<file path="src/rtl/cpu_multiciclo.sv">
// Three-state (fetch/decode/execute) accumulator-pair CPU with asynchronous-read instruction memory.
// Optional macro CPU_HALT_EN: opcode F parks the CPU in HALT until reset.
module cpu_multiciclo #(
   parameter int PC_W     = 12,
   parameter int DATA_W   = 8,
   parameter int RESET_PC = 0
) (
   input  logic              clk,
   input  logic              rst,
   input  logic [15:0]       instr,
   output logic [PC_W-1:0]   contador,
   output logic [3:0]        opcode,
   output logic              equal,
   output logic [DATA_W-1:0] regA,
   output logic [DATA_W-1:0] regB,
   output logic              halted
);

   typedef enum logic [1:0] {
      FETCH   = 2'd0,
      DECODE  = 2'd1,
      EXECUTE = 2'd2
`ifdef CPU_HALT_EN
      , HALT  = 2'd3
`endif
   } state_t;

   localparam logic [3:0] OP_LDA   = 4'h1;
   localparam logic [3:0] OP_LDB   = 4'h2;
   localparam logic [3:0] OP_ADD   = 4'h3;
   localparam logic [3:0] OP_SUB   = 4'h4;
   localparam logic [3:0] OP_CMP   = 4'h5;
   localparam logic [3:0] OP_JMP   = 4'h6;
   localparam logic [3:0] OP_JEQ   = 4'h7;
   localparam logic [3:0] OP_INCA  = 4'h8;
   localparam logic [3:0] OP_MOVBA = 4'h9;
`ifdef CPU_HALT_EN
   localparam logic [3:0] OP_HLT   = 4'hF;
`endif

   state_t            state_reg, state_next;
   logic [15:0]       ir_reg, ir_next;
   logic [PC_W-1:0]   pc_reg, pc_next;
   logic [DATA_W-1:0] a_reg, a_next;
   logic [DATA_W-1:0] b_reg, b_next;
   logic              eq_reg, eq_next;

   logic [PC_W-1:0]   addr;
   logic [DATA_W-1:0] imm;

   assign addr = ir_reg[PC_W-1:0];
   assign imm  = ir_reg[DATA_W-1:0];

   always_ff @(posedge clk) begin
      if (!rst) begin
         state_reg <= FETCH;
         ir_reg    <= '0;
         pc_reg    <= PC_W'(RESET_PC);
         a_reg     <= '0;
         b_reg     <= '0;
         eq_reg    <= 1'b0;
      end else begin
         state_reg <= state_next;
         ir_reg    <= ir_next;
         pc_reg    <= pc_next;
         a_reg     <= a_next;
         b_reg     <= b_next;
         eq_reg    <= eq_next;
      end
   end

   always_comb begin
      state_next = state_reg;
      ir_next    = ir_reg;
      pc_next    = pc_reg;
      a_next     = a_reg;
      b_next     = b_reg;
      eq_next    = eq_reg;
      case (state_reg)
         FETCH: begin
            ir_next    = instr;
            state_next = DECODE;
         end
         DECODE: state_next = EXECUTE;
         EXECUTE: begin
            state_next = FETCH;
            pc_next    = pc_reg + PC_W'(1);
            case (ir_reg[15:12])
               OP_LDA:   a_next  = imm;
               OP_LDB:   b_next  = imm;
               OP_ADD:   a_next  = a_reg + b_reg;
               OP_SUB:   a_next  = a_reg - b_reg;
               OP_CMP:   eq_next = (a_reg == b_reg);
               OP_JMP:   pc_next = addr;
               // equal is still the pre-EXECUTE value here
               OP_JEQ:   if (eq_reg) pc_next = addr;
               OP_INCA:  a_next  = a_reg + DATA_W'(1);
               OP_MOVBA: b_next  = a_reg;
`ifdef CPU_HALT_EN
               OP_HLT: begin
                  state_next = HALT;
                  pc_next    = pc_reg;
               end
`endif
               default: ;
            endcase
         end
`ifdef CPU_HALT_EN
         HALT: state_next = HALT;
`endif
         default: state_next = FETCH;
      endcase
   end

   assign contador = pc_reg;
   assign opcode   = ir_reg[15:12];
   assign equal    = eq_reg;
   assign regA     = a_reg;
   assign regB     = b_reg;
`ifdef CPU_HALT_EN
   assign halted   = (state_reg == HALT);
`else
   assign halted   = 1'b0;
`endif

endmodule

</file>
<file path="config.mk">
export PLATFORM = sky130hd
export DESIGN_NAME = cpu_multiciclo
export DESIGN_NICKNAME = d
export VERILOG_FILES = /design/src/rtl/cpu_multiciclo.sv
export SDC_FILE = /design/constraint.sdc
export NUM_CORES = 1
export LEC_CHECK = 0
export BUFFER_PORTS_ARGS = -buffer_cell sky130_fd_sc_hd__buf_2
export CORE_MARGIN = 8
export CORE_UTILIZATION = 30
export CTS_CLUSTER_DIAMETER = 50
export CTS_CLUSTER_SIZE = 12
export DETAILED_ROUTE_END_ITERATION = 16
export HOLD_SLACK_MARGIN = 0.12
export PLACE_DENSITY = 0.54
export SETUP_SLACK_MARGIN = 0.15
export SLEW_MARGIN = 20
export SYNTH_ARGS = -nofsm -noshare
export SYNTH_HDL_FRONTEND = slang
export SYNTH_SLANG_ARGS = --single-unit
</file>
<file path="constraint.sdc">
create_clock -name clk -period 4.9 [get_ports clk]
set_input_delay 0.245 -clock clk [delete_from_list [all_inputs] [get_ports clk]]
set_output_delay 0.245 -clock clk [all_outputs]
set_load 0.05 [all_outputs]
</file>
== After elaboration in Yosys (flattened, before gate mapping) ==
Cells that the tools add are included.

* Register bits after elaboration: 47
* Bits of input ports: 18
* Output and inout port bits: 34

* $add $sub $neg: 4
* Eq/ne operators: 12
* Multiplexer cells: 5
* Reduce and logical (&&, ||, !) cells: 6

{| class="wikitable"
|+ Operators by type and width
! cell !! number
|-
| 8-bit case mux with 4 select lines || 1
|-
| 12-bit case mux with 2 select lines || 1
|-
| 4-bit by 3-bit equality test with 1-bit output (second input constant) || 4
|-
| 8-bit case mux with 2 select lines || 1
|-
| 12-bit by 1-bit adder with 12-bit output (second input constant) || 1
|-
| 12-bit 2-to-1 mux || 1
|-
| 8-bit by 1-bit adder with 8-bit output (second input constant) || 1
|-
| 8-bit adder || 1
|-
| 4-bit by 2-bit equality test with 1-bit output (second input constant) || 2
|-
| 4-bit equality test (second input constant) || 2
|-
| 8-bit equality test || 1
|-
| 8-bit subtractor || 1
|-
| 2-bit AND reduction || 3
|-
| 4-bit by 1-bit equality test with 1-bit output (second input constant) || 1
|-
| 2-bit case mux with 2 select lines || 1
|-
| 4-bit nonzero test || 1
|-
| 2-bit by 1-bit equality test with 1-bit output (second input constant) || 1
|-
| 2-bit equality test (second input constant) || 1
|-
| 2-bit logical NOT || 1
|-
| 2-bit nonzero test || 1
|}

== Logic depth before layout (Yosys ltp) ==
* Depth after elaboration: 3
* Depth in mapped cells: 12

== Worst setup path before layout ==
OpenSTA, ideal clock, no wires.

* Path type: register to register
* Start point: register ir_reg[15]
* End point: register a_reg[6] (netlist: regA[6])
* Library setup time: 0.122 ns
* Data arrival time: 2.303 ns
* Required time: 4.778 ns
* Setup slack: 2.474 ns
* Cell stages (with the launch flop): 13
* Path buffers: 1
* Cells stage by stage: dfxtp_1 > buf_6 > nor4b_4 > or2_2 > ha_1 > inv_1 > fa_1 > nor2b_1 > o2111ai_1 > and4_1 > o21ai_1 > o21a_1 > a31oi_1

* Longest elaborated chain between the ends: 3

{| class="wikitable"
|+ Ends and longest elaborated chain
! element !! RTL line !! source
|-
| from (decl) || 42 || <nowiki>logic [15:0] ir_reg, ir_next;</nowiki>
|-
| from (signal assigned) || 64 || <nowiki>ir_reg <= ir_next;</nowiki>
|-
| 4-bit equality test, or another cell as far along || 88 || <nowiki>case (ir_reg[15:12])</nowiki>
|-
| 4-bit nonzero test (no source line) || n/a ||
|-
| 2-bit AND reduction (no source line) || n/a ||
|-
| to (signal assigned) || 66 || <nowiki>a_reg <= a_next;</nowiki>
|-
| to (decl) || 44 || <nowiki>logic [DATA_W-1:0] a_reg, a_next;</nowiki>
|}

Parallel ways exist; a longest one is shown, timed or not.
A chain may end at the register's enable or synchronous reset.

== Final worst setup path ==
Ends and elaborated chain as after synthesis.

==> metrics.md <==
| Metric | Value |
|---|---|
| Worst path required time | `5.07 ns` |
| Least-Margin Pin Slew | `0.695 ns` |
| CP Class | `reg -> reg` |
| Post-Syn Nets | `418` |
| Clock network latency to the later pin of the worst-skew pair | `0.30 ns` |
| Vias per cell | `5.21` |
| Switching Fraction | `0.330` |
| Area Overhead vs Synth | `10.3%` |
| Grt total ovfl | `0` |
| Synth top area share | `0.301` |
| FF+latch count, synth | `47` |
| Max Cap Viol | `0` |
| Minimum clock period | `2.91 ns` |
| Hold-critical path endpoint | `ir_reg[0]` |
| Slew Viols, Final | `0` |
| First-pass iteration count of the detailed router | `4` |
| Clock power share | `0.274` |
| Fraction of the mapped netlist area in compound gates | `0.251` |
| Fin. Hold Viols | `0` |
| Post-CTS Hold Fix Bufs | `0` |
| Register area share after synthesis | `0.301` |
| R2r endpoint | `regA[6]` |
| Filler instances | `1131` |
| Worst Setup End Kind | `flop` |
| VDD IR-drop max | `0.184 mV` |
| Reg-to-reg startpoint | `ir_reg[15]` |
| RD Place Congestion | `0.841` |
| Post-DP HPWL | `6.47 mm` |
| P_sw | `279 µW` |
| Post-synth ARST share | `0` |
| Top post-synthesis cells by area | `dfxtp_1 (30%), nand2_1 (7.8%), ha_1 (6.0%), a21oi_1 (5.9%), nor2_1 (4.0%)` |
| Wirelength per Cell | `15.8 µm` |
| CP startpoint | `ir_reg[15]` |
| Die height | `118 µm` |
| Port Buffers | `50` |
| XOR/XNOR Fraction of Synth Area | `0.0276` |
| Synthesized-area fraction occupied by adder cells | `0.0727` |
| Pwr Density | `245 mW/mm²` |
| DR iter-0 viols | `183` |
| WP data arrival | `3.08 ns` |
| Clock transition at path regs | `0.09 ns` |
| Hold Path Class | `in -> reg` |
| Internal | `566 µW` |
| Largest net degree at the start of global routing | `24` |
| Depth of the worst register-to-register path | `11` |
| Clk sinks | `47` |
| Clock Tree Root | `clkbuf_8` |
| Status | `finished, final reports clean` |
| GRT Resource Usage Total | `0.121` |
| Hold Path Origin | `instr[0]` |
| First-pass GRT wire length | `13.9 mm` |
| H-tree level count | `2` |
| Diodes inserted | `0` |
| Synth Instances | `383` |
| Largest register FFs | `16` |
| DRT antenna net count | `0` |
| Row count | `37` |
| Final period util | `0.593` |
| Reg2reg setup slack | `1.99 ns` |
| Number of global-route vias before repair | `2731` |
| RSZ-0062 raised after global routing | `false` |
| Mux share of post-synthesis cell area | `0.0368` |
| DRC violations left | `0` |
| Max Buffers Root-to-Sink | `2` |
| EDFF count, synth | `0` |
| CTS tree | `yes` |
| Fraction of layout cells with a size suffix above 1 | `0.214` |
| Die width | `118 µm` |
| Setup-failing EPs final | `0` |
| Starting Density | `0.306` |
| Placed instance area | `0.00337 mm²` |
| Hold depth | `3` |
| Crit-path max FO | `10` |
| Relative slew slack | `0.537` |
| Core Area | `0.0102 mm²` |
| Hold slack | `0.179 ns` |
| Num ports | `52` |
| Total setup buffers inserted after CTS | `0` |
| Peak Freq | `344 MHz` |
| Sequential power share | `0.505` |
| Final core occ | `0.337` |
| Yosys warnings | `0` |
| Initial antenna violation count | `0` |
| Leak pwr | `1.38 nW` |
| Main synth FF type | `dfxtp_1` |
| Post-route cell area | `0.00345 mm²` |
| Mean Syn Cell Area | `8.17 µm²` |
| Unique cell type count in the Yosys netlist | `66` |
| CP Launch Type | `flop` |
| Mapped Area | `0.00313 mm²` |
| Combinational family with the most area after synthesis | `compound AO/OA/AOI/OAI gates` |
| Post-synth top area cell | `dfxtp_1` |
| Combinational group share of total power | `0.220` |
| Setup_tns | `0 ns` |
| Routed WL | `8.70 mm` |
| Nets | `449` |
| # resized after CTS | `0` |
| Clock Skew | `0.00706 ns` |
| Number of buffers created by CTS | `5` |
| Via count | `2872` |
| Die area | `0.0140 mm²` |
| Simple-gate portion of the synthesized area | `0.231` |
cells in the final DEF (no fill, tap or decap), types with 9 or more instances in the layout:
cell type / netlist / layout
ha_1: 15 / 15
o21ai_0: 16 / 16
a211oi_1: 10 / 10
a21oi_1: 37 / 37
buf_2: 2 / 50
inv_1: 14 / 14
nor2_1: 33 / 32
dfxtp_1: 47 / 47
nand2_1: 65 / 65
mux2i_1: 9 / 9
synth_stat cells, drive strengths merged (5+ instances only):
| master | instances |
|---|---|
| a211oi | 14 |
| a21oi | 37 |
| a22oi | 5 |
| a31oi | 5 |
| buf | 18 |
| clkbuf | 10 |
| dfxtp | 47 |
| ha | 15 |
| inv | 14 |
| mux2i | 10 |
| nand2 | 65 |
| nand2b | 7 |
| nand3 | 6 |
| nor2 | 35 |
| nor2b | 6 |
| nor3 | 5 |
| o21ai | 19 |
| xnor2 | 7 |
metal layers:
layer | vias to the layer above | GRT usage | wire [µm]
met2 | 80 | 0.199 | 3910
met1 | 1368 | 0.158 | 4300
li1 | 1417 | - | -
met3 | 7 | 0.0262 | 417
met4 | 0 | 0.0272 | 68
met5 | - | 0 | 0
power by group through the flow:
stage	clock, mW	combinational (mW)	sequential, mW
after global routing	0.254	0.203	0.431
after detailed placement	0	0.187	0.437
after global placement	0	0.185	0.436
after CTS	0.245	0.188	0.428
after floorplan	0	0.145	0.440
final	0.232	0.186	0.427
critical path: stages, from the launching register on:
cell and delay, ns:
dfxtp_1 0.59, nor4b_4 0.55, or2_2 0.21, ha_1 0.15
inv_1 0.06, fa_1 0.40, nor2b_1 0.17, o2111ai_1 0.13
and4_1 0.21, o21ai_1 0.13, o21a_1 0.13, a31oi_1 0.07
cell families (layout without fill, tap and decap cells):
group | Yosys count | in the layout
xor gates and xnor gates | 9 | 9
buffers and inverters | 42 | 74
AOI/OAI and AO/OA | 112 | 112
muxes | 11 | 11
and+or+nand+nor | 144 | 144
DFF | 47 | 47
other | 1 | 1
adders and majority gates | 17 | 17
how the worst max path moves through the flow:
stage	to	slack [ns]	depth (start not counted)
global route	regA[6]	1.68	11
finish	regA[6]	1.99	11
floorplan	regA[6]	2.47	12
CTS	regA[6]	1.97	11
global placement	regA[6]	2.09	11
detailed placement	regA[6]	1.98	11
per-stage QoR:
step	total power [mW]	setup slack, ns	instances
after CTS	0.861	1.97	551
after global routing	0.888	1.68	551
after global placement	0.621	2.09	543
after floorplan	0.585	2.47	383
final	0.845	1.99	551
after detailed placement	0.624	1.98	543
cell type report:
cell class / instances / area [µm²] / area share
Multi-Input combinational cell: 294 / 1940 / 0.563
Sequential cell: 47 / 941 / 0.273
Timing Repair Buffer: 52 / 265 / 0.0768
Tap cell: 136 / 170 / 0.0493
Clock buffer: 7 / 76.3 / 0.0221
Inverter: 14 / 52.6 / 0.0152
Clock inverter: 1 / 5.00 / 0.00145
No activity file was read; power rests on OpenSTA's default activity.
